[src/rtl/ov7670_capture.sv]
// OV7670 camera bus capture: pairs bytes into RGB565 words and strobes them into the line cache.
// Optional build macro CAP_TESTPAT_EN adds a TESTPAT input that substitutes 8 vertical colour bars.

module ov7670_capture #(
  parameter int H_PIXELS    = 640,
  parameter int V_LINES     = 480,
  parameter int SKIP_FRAMES = 10
) (
  input  logic        SYS_CLK,
  input  logic        RST,
  input  logic        CAPTURE_EN,
  input  logic        CAM_PCLK,
  input  logic        CAM_HREF,
  input  logic        CAM_VSYNC,
  input  logic [7:0]  CAM_DATA,
  input  logic        CACHE_WR_EN,
`ifdef CAP_TESTPAT_EN
  input  logic        TESTPAT,
`endif
  output logic [15:0] PIX_DATA,
  output logic        PIX_WREQ,
  output logic [10:0] PIX_X,
  output logic [10:0] PIX_Y,
  output logic        FRAME_START,
  output logic        LINE_END,
  output logic        FRAME_DONE,
  output logic        CACHE_OVF
);

  localparam int          SKW   = (SKIP_FRAMES > 0) ? $clog2(SKIP_FRAMES + 1) : 1;
  localparam logic [10:0] H_MAX = 11'(H_PIXELS);
  localparam logic [10:0] V_MAX = 11'(V_LINES);

  // state  | meaning
  // IDLE   | capture stopped
  // SKIP   | discarding start-up frames, counting VSYNC rises
  // ARM    | waiting for VSYNC fall to begin a frame
  // ACTIVE | capturing a frame
  typedef enum logic [1:0] {S_IDLE, S_SKIP, S_ARM, S_ACTIVE} state_t;

  state_t         state_q, state_d;
  logic [2:0]     pclk_sync_q, pclk_sync_d;
  logic [2:0]     href_sync_q, href_sync_d;
  logic [2:0]     vsync_sync_q, vsync_sync_d;
  logic [7:0]     data_s1_q, data_s1_d;
  logic [7:0]     data_s2_q, data_s2_d;
  logic [SKW-1:0] skip_cnt_q, skip_cnt_d;
  logic           phase_q, phase_d;
  logic [7:0]     hi_byte_q, hi_byte_d;
  logic           done_pend_q, done_pend_d;
  logic [15:0]    pix_data_q, pix_data_d;
  logic           pix_wreq_q, pix_wreq_d;
  logic [10:0]    pix_x_q, pix_x_d;
  logic [10:0]    pix_y_q, pix_y_d;
  logic           frame_start_q, frame_start_d;
  logic           line_end_q, line_end_d;
  logic           frame_done_q, frame_done_d;
  logic           cache_ovf_q, cache_ovf_d;

  logic        pclk_rise, href_lvl, href_fall, vs_rise, vs_fall, line_close;
  logic [15:0] word;

  always_comb begin
    pclk_sync_d  = {pclk_sync_q[1:0], CAM_PCLK};
    href_sync_d  = {href_sync_q[1:0], CAM_HREF};
    vsync_sync_d = {vsync_sync_q[1:0], CAM_VSYNC};
    data_s1_d    = CAM_DATA;
    data_s2_d    = data_s1_q;
  end

  assign pclk_rise = pclk_sync_q[1] & ~pclk_sync_q[2];
  assign href_lvl  = href_sync_q[1];
  assign href_fall = ~href_sync_q[1] & href_sync_q[2];
  assign vs_rise   = vsync_sync_q[1] & ~vsync_sync_q[2];
  assign vs_fall   = ~vsync_sync_q[1] & vsync_sync_q[2];

  // A VSYNC rise during an open line closes the line first; FRAME_DONE follows next cycle.
  assign line_close = (state_q == S_ACTIVE) && !done_pend_q &&
                      (href_fall || (vs_rise && href_lvl));

`ifdef CAP_TESTPAT_EN
  function automatic logic [15:0] bar_color(input logic [10:0] x);
    logic [10:0] idx;
    idx = x / 11'd80;
    case (idx)
      11'd0:   bar_color = 16'hFFFF;
      11'd1:   bar_color = 16'hFFE0;
      11'd2:   bar_color = 16'h07FF;
      11'd3:   bar_color = 16'h07E0;
      11'd4:   bar_color = 16'hF81F;
      11'd5:   bar_color = 16'hF800;
      11'd6:   bar_color = 16'h001F;
      default: bar_color = 16'h0000;
    endcase
  endfunction

  assign word = TESTPAT ? bar_color(pix_x_q) : {hi_byte_q, data_s2_q};
`else
  assign word = {hi_byte_q, data_s2_q};
`endif

  always_comb begin
    state_d       = state_q;
    skip_cnt_d    = skip_cnt_q;
    phase_d       = phase_q;
    hi_byte_d     = hi_byte_q;
    done_pend_d   = 1'b0;
    pix_data_d    = pix_data_q;
    pix_wreq_d    = 1'b0;
    pix_x_d       = pix_x_q;
    pix_y_d       = pix_y_q;
    frame_start_d = 1'b0;
    line_end_d    = 1'b0;
    frame_done_d  = 1'b0;
    cache_ovf_d   = cache_ovf_q | (pix_wreq_q & ~CACHE_WR_EN);

    if (pix_wreq_q && (pix_x_q < H_MAX)) pix_x_d = pix_x_q + 11'd1;

    case (state_q)
      S_IDLE: begin
        if (CAPTURE_EN) begin
          skip_cnt_d = SKW'(SKIP_FRAMES);
          state_d    = (SKIP_FRAMES > 0) ? S_SKIP : S_ARM;
        end
      end
      S_SKIP: begin
        if (!CAPTURE_EN) begin
          state_d = S_IDLE;
        end else if (vs_rise) begin
          skip_cnt_d = skip_cnt_q - SKW'(1);
          if (skip_cnt_q == SKW'(1)) state_d = S_ARM;
        end
      end
      S_ARM: begin
        if (!CAPTURE_EN) begin
          state_d = S_IDLE;
        end else if (vs_fall) begin
          frame_start_d = 1'b1;
          pix_x_d       = '0;
          pix_y_d       = '0;
          phase_d       = 1'b0;
          cache_ovf_d   = 1'b0;
          state_d       = S_ACTIVE;
        end
      end
      S_ACTIVE: begin
        if (done_pend_q || (vs_rise && !line_close)) begin
          frame_done_d = 1'b1;
          state_d      = CAPTURE_EN ? S_ARM : S_IDLE;
        end else if (vs_rise) begin
          done_pend_d = 1'b1;
        end else if (pclk_rise && href_lvl) begin
          if (!phase_q) begin
            hi_byte_d = data_s2_q;
            phase_d   = 1'b1;
          end else begin
            phase_d = 1'b0;
            if ((pix_x_q < H_MAX) && (pix_y_q < V_MAX)) begin
              pix_wreq_d = 1'b1;
              pix_data_d = word;
            end
          end
        end
      end
      default: state_d = S_IDLE;
    endcase

    if (line_close) begin
      phase_d    = 1'b0;
      pix_x_d    = '0;
      line_end_d = 1'b1;
      if (pix_y_q < V_MAX) pix_y_d = pix_y_q + 11'd1;
    end
  end

  always_ff @(posedge SYS_CLK) begin
    if (RST) begin
      state_q       <= S_IDLE;
      pclk_sync_q   <= '0;
      href_sync_q   <= '0;
      vsync_sync_q  <= '0;
      data_s1_q     <= '0;
      data_s2_q     <= '0;
      skip_cnt_q    <= '0;
      phase_q       <= 1'b0;
      hi_byte_q     <= '0;
      done_pend_q   <= 1'b0;
      pix_data_q    <= '0;
      pix_wreq_q    <= 1'b0;
      pix_x_q       <= '0;
      pix_y_q       <= '0;
      frame_start_q <= 1'b0;
      line_end_q    <= 1'b0;
      frame_done_q  <= 1'b0;
      cache_ovf_q   <= 1'b0;
    end else begin
      state_q       <= state_d;
      pclk_sync_q   <= pclk_sync_d;
      href_sync_q   <= href_sync_d;
      vsync_sync_q  <= vsync_sync_d;
      data_s1_q     <= data_s1_d;
      data_s2_q     <= data_s2_d;
      skip_cnt_q    <= skip_cnt_d;
      phase_q       <= phase_d;
      hi_byte_q     <= hi_byte_d;
      done_pend_q   <= done_pend_d;
      pix_data_q    <= pix_data_d;
      pix_wreq_q    <= pix_wreq_d;
      pix_x_q       <= pix_x_d;
      pix_y_q       <= pix_y_d;
      frame_start_q <= frame_start_d;
      line_end_q    <= line_end_d;
      frame_done_q  <= frame_done_d;
      cache_ovf_q   <= cache_ovf_d;
    end
  end

  assign PIX_DATA    = pix_data_q;
  assign PIX_WREQ    = pix_wreq_q;
  assign PIX_X       = pix_x_q;
  assign PIX_Y       = pix_y_q;
  assign FRAME_START = frame_start_q;
  assign LINE_END    = line_end_q;
  assign FRAME_DONE  = frame_done_q;
  assign CACHE_OVF   = cache_ovf_q;

endmodule

[config.mk]
export PLATFORM = sky130hd
export DESIGN_NAME = ov7670_capture
export DESIGN_NICKNAME = d
export VERILOG_FILES = /design/src/rtl/ov7670_capture.sv
export SDC_FILE = /design/constraint.sdc
export NUM_CORES = 1
export LEC_CHECK = 0
export BUFFER_PORTS_ARGS = -buffer_cell sky130_fd_sc_hd__clkbuf_2
export CAP_MARGIN = 40
export CORE_UTILIZATION = 55
export CTS_CLUSTER_DIAMETER = 100
export DETAILED_ROUTE_END_ITERATION = 12
export GPL_TIMING_DRIVEN = 0
export HOLD_SLACK_MARGIN = 0.03
export PLACE_DENSITY_LB_ADDON = 0.2
export REMOVE_ABC_BUFFERS = 1
export SYNTH_ARGS = -nofsm -noshare
export SYNTH_HDL_FRONTEND = slang
export SYNTH_SLANG_ARGS = --single-unit
export TNS_END_PERCENT = 100
[constraint.sdc]
create_clock -name SYS_CLK -period 2 [get_ports SYS_CLK]
set_clock_uncertainty 0.15 [all_clocks]
set_input_delay 0 -clock SYS_CLK [delete_from_list [all_inputs] [get_ports SYS_CLK]]
set_output_delay 0 -clock SYS_CLK [all_outputs]
set_load 0.005 [all_outputs]
Yosys cells after proc, flatten, opt, wreduce, memory -nomap -nowiden. Index checks and enable logic that the tools add are counted.

Register bits: 84. Output and inout port bits: 43.

Multiplexer cells: 37. $add $sub $neg: 3. Reduce and logical (&&, ||, !) cells: 24. Bitwise logic cells: 18. Eq/ne operators: 16. Order comparisons: 2.

Operators with widths (count): 11-bit two-way mux (9); 11-bit by 1-bit adder with 11-bit output (second input constant) (2); 2-bit two-way mux (8); 1-bit two-way mux (14); 2-bit inequality test (second input constant) (7); 4-bit two-way mux (3); 1-bit inverter (12); 6-bit AND reduction (2); 11-bit by 10-bit < comparator with 1-bit output (second input constant) (1); 11-bit by 9-bit < comparator with 1-bit output (second input constant) (1); 5-bit AND reduction (2); 3-bit inequality test (second input constant) (3); 2-bit one-hot mux with 4 select lines (1); 4-bit one-hot mux with 2 select lines (1); 1-bit logical AND (7); 3-bit OR reduction (2); 6-bit OR reduction (1); 1-bit bitwise AND (5); 2-bit equality test (second input constant) (2); 4-bit by 1-bit equality test with 1-bit output (second input constant) (1); 2-bit by 1-bit inequality test with 1-bit output (second input constant) (2); 4-bit AND reduction (1); 2-bit nonzero test (2); 2-bit OR reduction (2); other kinds (7) (9).

Longest topological paths before layout. Gate-level depths: netlist of run 1.

Word-level depth: 10. Depth in mapped cells: 7. Gate-level depth less buffers: 6.

Worst setup path before layout of run 1. OpenSTA, ideal clock, no wires.

Path kind: reg2reg. From: register href_sync_q[1]. To: register pix_y_q[7] (netlist: PIX_Y[7]). Library setup time: 0.062 ns. Cell stages (with the launch flop): 5. Clock period less this slack: 1.712 ns. Slack: 0.288 ns. Arrival time: 1.500 ns. Data required time: 1.788 ns. Path buffers: 0. Cells stage by stage: dfxtp_1 nand2b_4 a2111o_1 or4_1 nand3_1.

Cells in the longest elaborated chain, start to end: 5.

RTL lines: start, declared (line 43) `logic [2:0] href_sync_q, href_sync_d;`; start signal, assigned (line 199) `href_sync_q <= href_sync_d;`; 1-bit inverter (line 73) `assign href_fall = ~href_sync_q[1] & href_sync_q[2];`; 1-bit bitwise AND (line 73); 1-bit logical OR (*) (line 79) `(href_fall || (vs_rise && href_lvl));`; 1-bit logical AND (*) (line 78) `assign line_close = (state_q == S_ACTIVE) && !done_pend_q &&`; 11-bit two-way mux (*) (line 168) `if (line_close) begin`; end signal, assigned (line 210) `pix_y_q <= pix_y_d;`; end, declared (line 54) `logic [10:0] pix_y_q, pix_y_d;`.

Mark *: on every way between the ends. The rest lies on a longest branch, timed or not. A chain may end at the register's enable or synchronous reset.

Final worst setup path of run 1.
From: register vsync_sync_q[1]. To: register pix_y_q[7] (netlist: PIX_Y[7]).

Cells in the longest elaborated chain, start to end: 7.

RTL lines: start, declared (line 44) `logic [2:0] vsync_sync_q, vsync_sync_d;`; start signal, assigned (line 200) `vsync_sync_q <= vsync_sync_d;`; 1-bit inverter (line 75) `assign vs_fall = ~vsync_sync_q[1] & vsync_sync_q[2];`; 1-bit bitwise AND (line 75); 11-bit two-way mux (line 137) `end else if (vs_fall) begin`; 11-bit two-way mux (line 135) `if (!CAPTURE_EN) begin`; 11-bit two-way mux (line 119) `case (state_q)`; 11-bit two-way mux (line 172) `if (pix_y_q < V_MAX) pix_y_d = pix_y_q + 11'd1;`; 11-bit two-way mux (*) (line 168).

Marks and branches as above.

==> results of run 1 <==
path summary, 6_finish.rpt:
kind,startpoint,to,slack [ns],cells past startpoint
worst max-delay path,vsync_sync_q[1],PIX_Y[7],0.15,4
worst min-delay path,RST,data_s1_q[0],0.07,2
worst max register to register,vsync_sync_q[1],PIX_Y[7],0.15,4
worst min register to register,data_s1_q[6],data_s2_q[6],0.29,1
area by class of cell:
cell class / count / area (um^2)
sequential: 84 / 1680
fill: 443 / 1640
multi-input combinational: 247 / 1520
timing repair buffer: 76 / 493
clock buffer: 10 / 138
tap: 72 / 90.1
clock inverter: 6 / 50.0
inverter: 7 / 26.3
timing repair:
action,in CTS,in global routing
setup buffers,3,1
setup endpoints to repair,26,22
endpoints found under the hold margin,18,0
resized for setup,2,4
pin swaps,1,0
hold buffers,13,0
logic make-up (layout without fill, tap and decap cells):
logic type      count (synthesis)  in the layout  share of synthesized area
simple gates                  156            156                      0.261
flops                          84             84                      0.511
compound gates                 69             69                      0.126
buf+inv                        27             99                     0.0346
mux                            11             11                     0.0335
xor+xnor                        7              7                     0.0186
fa+ha+maj                       4              4                     0.0152
sequential cells by signal, indices dropped and copies added (netlist names), 3 cells and up:
| name | count |
|---|---|
| PIX_DATA | 16 |
| PIX_X | 11 |
| PIX_Y | 11 |
| data_s1_q | 8 |
| data_s2_q | 8 |
| hi_byte_q | 8 |
| skip_cnt_q | 4 |
| href_sync_q | 3 |
| pclk_sync_q | 3 |
| vsync_sync_q | 3 |
cells in the final DEF, fill, tap and decap left out, types with 2 or more instances in the layout:
| master | instances |
|---|---|
| clkbuf_8 | 10 |
| a31o_2 | 2 |
| a21o_1 | 2 |
| dlygate4sd3_1 | 13 |
| nand2_1 | 28 |
| clkinv_4 | 4 |
| or4_1 | 4 |
| nor4b_1 | 3 |
| nand3b_1 | 2 |
| o211ai_1 | 2 |
| o21ai_0 | 24 |
| inv_1 | 5 |
| xnor2_1 | 6 |
| clkinvlp_4 | 2 |
| nor4_1 | 4 |
| nor2b_1 | 29 |
| nor2_1 | 16 |
| a22o_1 | 3 |
| a21oi_1 | 21 |
| and3b_1 | 3 |
| clkbuf_2 | 57 |
| and2_1 | 4 |
| dfxtp_1 | 83 |
| a31oi_1 | 5 |
| nand3_1 | 33 |
| mux2i_1 | 11 |
| ha_1 | 4 |
| clkinv_1 | 2 |
| and4_2 | 2 |
| buf_4 | 4 |
| nand2b_1 | 4 |
| nor3_1 | 7 |
| o21a_1 | 2 |
| and3_1 | 2 |
| nand4_1 | 7 |
layer usage:
metal / vias up / global-route usage
met2: 63 / 0.372
met1: 1250 / 0.254
met3: 8 / 0.0402
met5: - / 0
met4: 0 / 0.0927
li1: 1391 / -
worst max-delay path, delay by kind of cell, from the launching register on:
family | cells | cell delay [ns]
flops | 1 | 0.42
simple gates | 3 | 0.74
compound gates | 1 | 0.49
power groups by stage:
stage	Combinational [mW]	Clock (mW)	Sequential, mW
after floorplan	0.0491	0	1.75
after global placement	0.0869	0	1.75
after detailed placement	0.0970	0	1.75
after CTS	0.118	1.13	1.71
after global routing	0.130	1.20	1.72
final	0.119	1.10	1.71
==> key figures, run 1 <==
Logic synthesis
  – #FFs+latches synth: 84
  – Ys async rst share: 0
  – Seq/Total Area, Yosys: 0.511
  – Distinct cells, synth: 46
  – Synth area leaders: dfxtp_1 51%, nor2b_1 5.5%, nand3_1 5.0%
  – Warnings from Yosys: 0
  – Synth cell count leaders: 84 x dfxtp_1, 33 x nand3_1, 29 x nand2_1, 29 x nor2b_1, 24 x o21ai_0
  – Syn_area_per_cell: 9.19 um^2
  – Synth top area share: 0.511
  – Top FF cell, synth: dfxtp_1
  – Cell area after synthesis: 3290 um^2
  – Synth area leader: dfxtp_1
  – Synthesized netlist cell count: 358
  – Most common cell in the netlist: dfxtp_1
  – Number of enable flip-flop cells after synthesis: 0

Drt
  – Met1 Wirelength: 3.03 mm
  – Vias/cell: 5.40
  – Met2 routed WL: 3.06 mm
  – Vias: 2712
  – DRT Pass-1 Iters: 4
  – Highest routed metal layer: met4
  – Drt drc: 0
  – Initial DRC Count: 109
  – Antenna viol nets, final: 0
  – DR WL met3: 242 um
  – Wire length per cell: 12.8 um
  – Post-Route WL: 6.43 mm

Placed design
  – Routability cong.: 0.818
  – Placed cells: 469
  – Placed Area: 3620 um^2
  – PortBufs: 57
  – Post-place setup slack: -0.165 ns
  – DP HPWL: 4.25 mm

STA
  – Fin. Hold Viols: 0
  – Headroom to the max-slew limit: 0.563
  – RSZ-0062 raised after global routing: no
  – Max Freq: 0.540 GHz
  – Final worst slack: 0.148 ns
  – Final slew viol count: 0
  – Worst-Margin Slew: 0.650 ns
  – Hold slack: 0.0747 ns
  – Fin Setup TNS: 0 ns
  – Minimum clock period: 1.85 ns
  – Setup-failing EPs final: 0
  – Period utilization: 0.926

Die
  – I/O pin cnt: 58
  – CORE AREA: 5640 um^2
  – Starting Density: 0.583
  – Num rows: 27
  – Die area: 6300 um^2
  – Overall die width: 79.4 um
  – Chip height: 79.4 um

Power
  – Combinational Power Share: 0.041
  – Internal power: 2.25 mW
  – NetSw: 0.681 mW
  – Overall Power: 2.93 mW
  – Switching share of power: 0.232
  – Clk pwr share: 0.375
  – Worst VDD drop: 0.000548 V
  – P_leak: 1.58 nW
  – Pwr dens: 733 nW/um^2
  – Part of the power in registers: 0.584

Clock network
  – CTS sink count: 84
  – CTS buffer count: 9
  – CTS clk-pin slew, worst paths: 0.08 ns
  – H-tree depth: 3
  – Clk buf depth: 2
  – TritonCTS clock tree: built
  – Worst-Skew Late Latency: 0.35 ns
  – Root Driver: clkbuf_8

Run
  – Max-Cap Viols: 0

Worst hold path
  – Hold WC Path Type: input port to flip-flop

Critical path
  – Crit path DAT: 1.99 ns
  – Max incr delay on CP: 0.52 ns
  – Cells along the critical path: nand3b_1, a2111o_1, or4_1, nand3_1
  – Worst-path fanout max: 7
  – Req. time, crit path: 2.14 ns
  – CP Class: flip-flop to flip-flop
  – Crit end category: flip-flop
  – Worst setup SP type: flip-flop
  – Worst path slowest cell: or4_1

Finish
  – Share of cells above drive strength 1: 0.209
  – Synth-to-Final Area Change: 21.5%
  – Final std cells w/o fill: 502
  – Inserted Diodes: 0
  – NumNets Final: 444
  – Fin area: 4000 um^2
  – Final Util: 0.709

Global routing
  – First-pass GRT wire length: 10.6 mm
  – Largest net degree at the start of global routing: 31
  – Grt ovf: 0
  – Antenna violations before repair: 0
  – Number of global-route vias before repair: 2468
  – Total Routing Usage GR: 0.213

Run status
  – Status: finished clean
(Power assumes the default switching activity.)
==> inputs of run 2 (changes only) <==
Settings changed: PLACE_DENSITY from default to 0.78, PLACE_DENSITY_LB_ADDON 0.2 to default.
==> key figures, run 2 (synthesized netlist as in run 1, its figures left out) <==
Critical path
  – Reg2Reg Launch Point: vsync_sync_q[1]
  – Req. time, crit path: 2.14 ns (about the same)
  – Crit path DAT: 2.05 ns (+0.06 ns)
  – Worst setup path end: PIX_Y[7]
  – Worst Setup SP: RST
  – Reg2reg path depth: 4 (unchanged)
  – Worst-path fanout max: 22 (+15)
  – R2R Path End: PIX_Y[7]
  – Crit end category: flip-flop
  – Reg2Reg Setup Slack: 0.14 ns (about the same)
  – CP Class: input port to flip-flop
  – Worst setup SP type: input port

Power
  – Internal power: 2.47 mW (+9.8%)
  – P_leak: 1.63 nW (+2.6%)
  – NetSw: 0.693 mW (+1.8%)
  – Clk pwr share: 0.420 (+0.045)
  – Combinational Power Share: 0.039 (-0.002)
  – Pwr dens: 779 nW/um^2 (+6.2%)
  – Switching share of power: 0.219 (-0.0132)
  – Part of the power in registers: 0.541 (-0.043)
  – Worst VDD drop: 0.000511 V (-6.9%)
  – Overall Power: 3.17 mW (+8.0%)

Finish
  – Fin area: 4060 um^2 (+1.7%)
  – Final Util: 0.720 (+0.0118)
  – Max reg flops: 16 (unchanged)
  – Share of cells above drive strength 1: 0.208 (-0.00145)
  – Final std cells w/o fill: 505 (+0.60%)
  – Commonest non-fill, non-tap cell in the layout: dfxtp_1
  – Inserted Diodes: 0 (unchanged)
  – Commonest cells after routing, fill and taps aside: 83 x dfxtp_1, 57 x clkbuf_2, 33 x nand3_1
  – Layout fillers: 428 (-3.4%)
  – Synth-to-Final Area Change: 23.5%
  – NumNets Final: 447 (+0.68%)

Global routing
  – Total Routing Usage GR: 0.226 (+0.0128)
  – Antenna violations before repair: 0 (unchanged)
  – Grt ovf: 0 (unchanged)
  – Met3 GRT Util: 0.0471 (+0.00690)
  – GRT met1 Usage: 0.280 (+0.0263)
  – Largest net degree at the start of global routing: 34 (+9.7%)
  – First-pass GRT wire length: 11.2 mm (+6.3%)
  – GR peak layer: met2
  – Number of global-route vias before repair: 2564 (+3.9%)
  – Met2 Use GR: 0.374 (+0.00259)

Clock network
  – Worst-Skew Late Latency: 0.34 ns (about the same)
  – CTS buffer count: 9 (unchanged)
  – Clk buf depth: 2 (unchanged)
  – TritonCTS clock tree: built
  – H-tree depth: 3 (unchanged)
  – CTS clk-pin slew, worst paths: 0.09 ns (about the same)
  – CTS sink count: 84 (unchanged)
  – Root Driver: clkbuf_8

STA
  – Setup-failing EPs final: 0 (unchanged)
  – Fin Setup TNS: 0 ns (unchanged)
  – Hold slack: 0.246 ns (+0.171 ns)
  – Period utilization: 0.952 (+0.0264)
  – Worst-Margin Slew: 0.695 ns (+0.0452 ns)
  – Minimum clock period: 1.90 ns (+0.0527 ns)
  – Max Freq: 0.525 GHz (-2.8%)
  – Fin. Hold Viols: 0 (unchanged)
  – Headroom to the max-slew limit: 0.532 (-0.0304)
  – RSZ-0062 raised after global routing: no
  – Final worst slack: 0.0955 ns (-0.0527 ns)
  – Final slew viol count: 0 (unchanged)

Drt
  – DRT Pass-1 Iters: 4 (unchanged)
  – Vias: 2738 (+0.96%)
  – Initial DRC Count: 142 (+30%)
  – Drt drc: 0 (unchanged)
  – Vias/cell: 5.42 (+0.36%)
  – Antenna viol nets, final: 0 (unchanged)
  – Wire length per cell: 13.3 um (+4.2%)
  – Post-Route WL: 6.74 mm (+4.9%)

Run
  – Max-Cap Viols: 0 (unchanged)

Die
  – CORE AREA: 5640 um^2 (unchanged)
  – Starting Density: 0.583 (unchanged)
  – Chip height: 79.4 um (unchanged)
  – Die area: 6300 um^2 (unchanged)
  – Overall die width: 79.4 um (unchanged)
  – Num rows: 27 (unchanged)
  – I/O pin cnt: 58 (unchanged)

Placed design
  – DP HPWL: 4.22 mm (-0.67%)
  – Placed Area: 3620 um^2 (unchanged)
  – Placed cells: 469 (unchanged)
  – PortBufs: 57 (unchanged)
  – Post-place setup slack: -0.196 ns (-0.0305 ns)
  – Routability cong.: 0.841 (+2.8%)

Run status
  – Status: finished clean

Worst hold path
  – Hold WC Path Type: input port to flip-flop
[run 2: changes by cell type in the layout (fill, tap and decap cells not counted), sizes merged]
| cell | before | now |
|---|---|---|
| bufinv | 0 | 2 |
| dlygate4sd3 | 13 | 16 |
| clkinvlp | 2 | 0 |
| inv | 5 | 6 |
| clkbuf | 67 | 66 |
[run 2: critical path: stages]
cell           delay, ns
dlygate4sd3_1       0.53
clkbuf_2            0.33
a2111o_1            0.55
or4_1               0.53
nand3_1             0.09
[run 2: repair_timing]
| item | in CTS | in global routing |
|---|---|---|
| setup endpoints to repair | 28 | 36 |
| hold buffers | 16 | 0 |
| buffers inserted | 3 | 1 |
| gates resized for setup | 2 | 4 |
| pin swaps | 1 | 1 |
| hold endpoints to repair | 28 | 0 |
[run 2: layout make-up]
class                      instances  area (um^2)  share of cell area
timing repair buffer              79          523               0.129
tap                               72         90.1              0.0222
sequential                        84         1680               0.414
multi-input combinational        247         1520               0.373
clock buffer                       9          124              0.0305
clock inverter                     7          100              0.0246
inverter                           7         26.3             0.00647
[run 2: layer usage]
metal	vias up	share of wire
li1	1406	-
met1	1242	0.47
met2	78	0.47
met3	12	0.041
met4	0	0.014
met5	-	0
[run 2: worst min-delay path by stage]
stage,slack (ns),start,depth (start not counted),endpoint
after floorplan,-0.08,RST,1,PIX_DATA[0]
after global placement,0.06,CAM_DATA[6],2,data_s1_q[6]
after detailed placement,0.06,CAM_VSYNC,2,vsync_sync_q[0]
after CTS,0.24,CAM_VSYNC,3,vsync_sync_q[0]
after global routing,0.24,CAM_DATA[2],3,data_s1_q[2]
final,0.25,CAM_VSYNC,3,vsync_sync_q[0]
[run 2: power by group through the flow]
stage | Sequential (mW) | Clock, mW | Combinational (mW)
after floorplan | 1.75 | 0 | 0.0491
after global placement | 1.75 | 0 | 0.0865
after detailed placement | 1.75 | 0 | 0.0971
after CTS | 1.71 | 1.34 | 0.121
after global routing | 1.72 | 1.43 | 0.137
final | 1.71 | 1.33 | 0.124
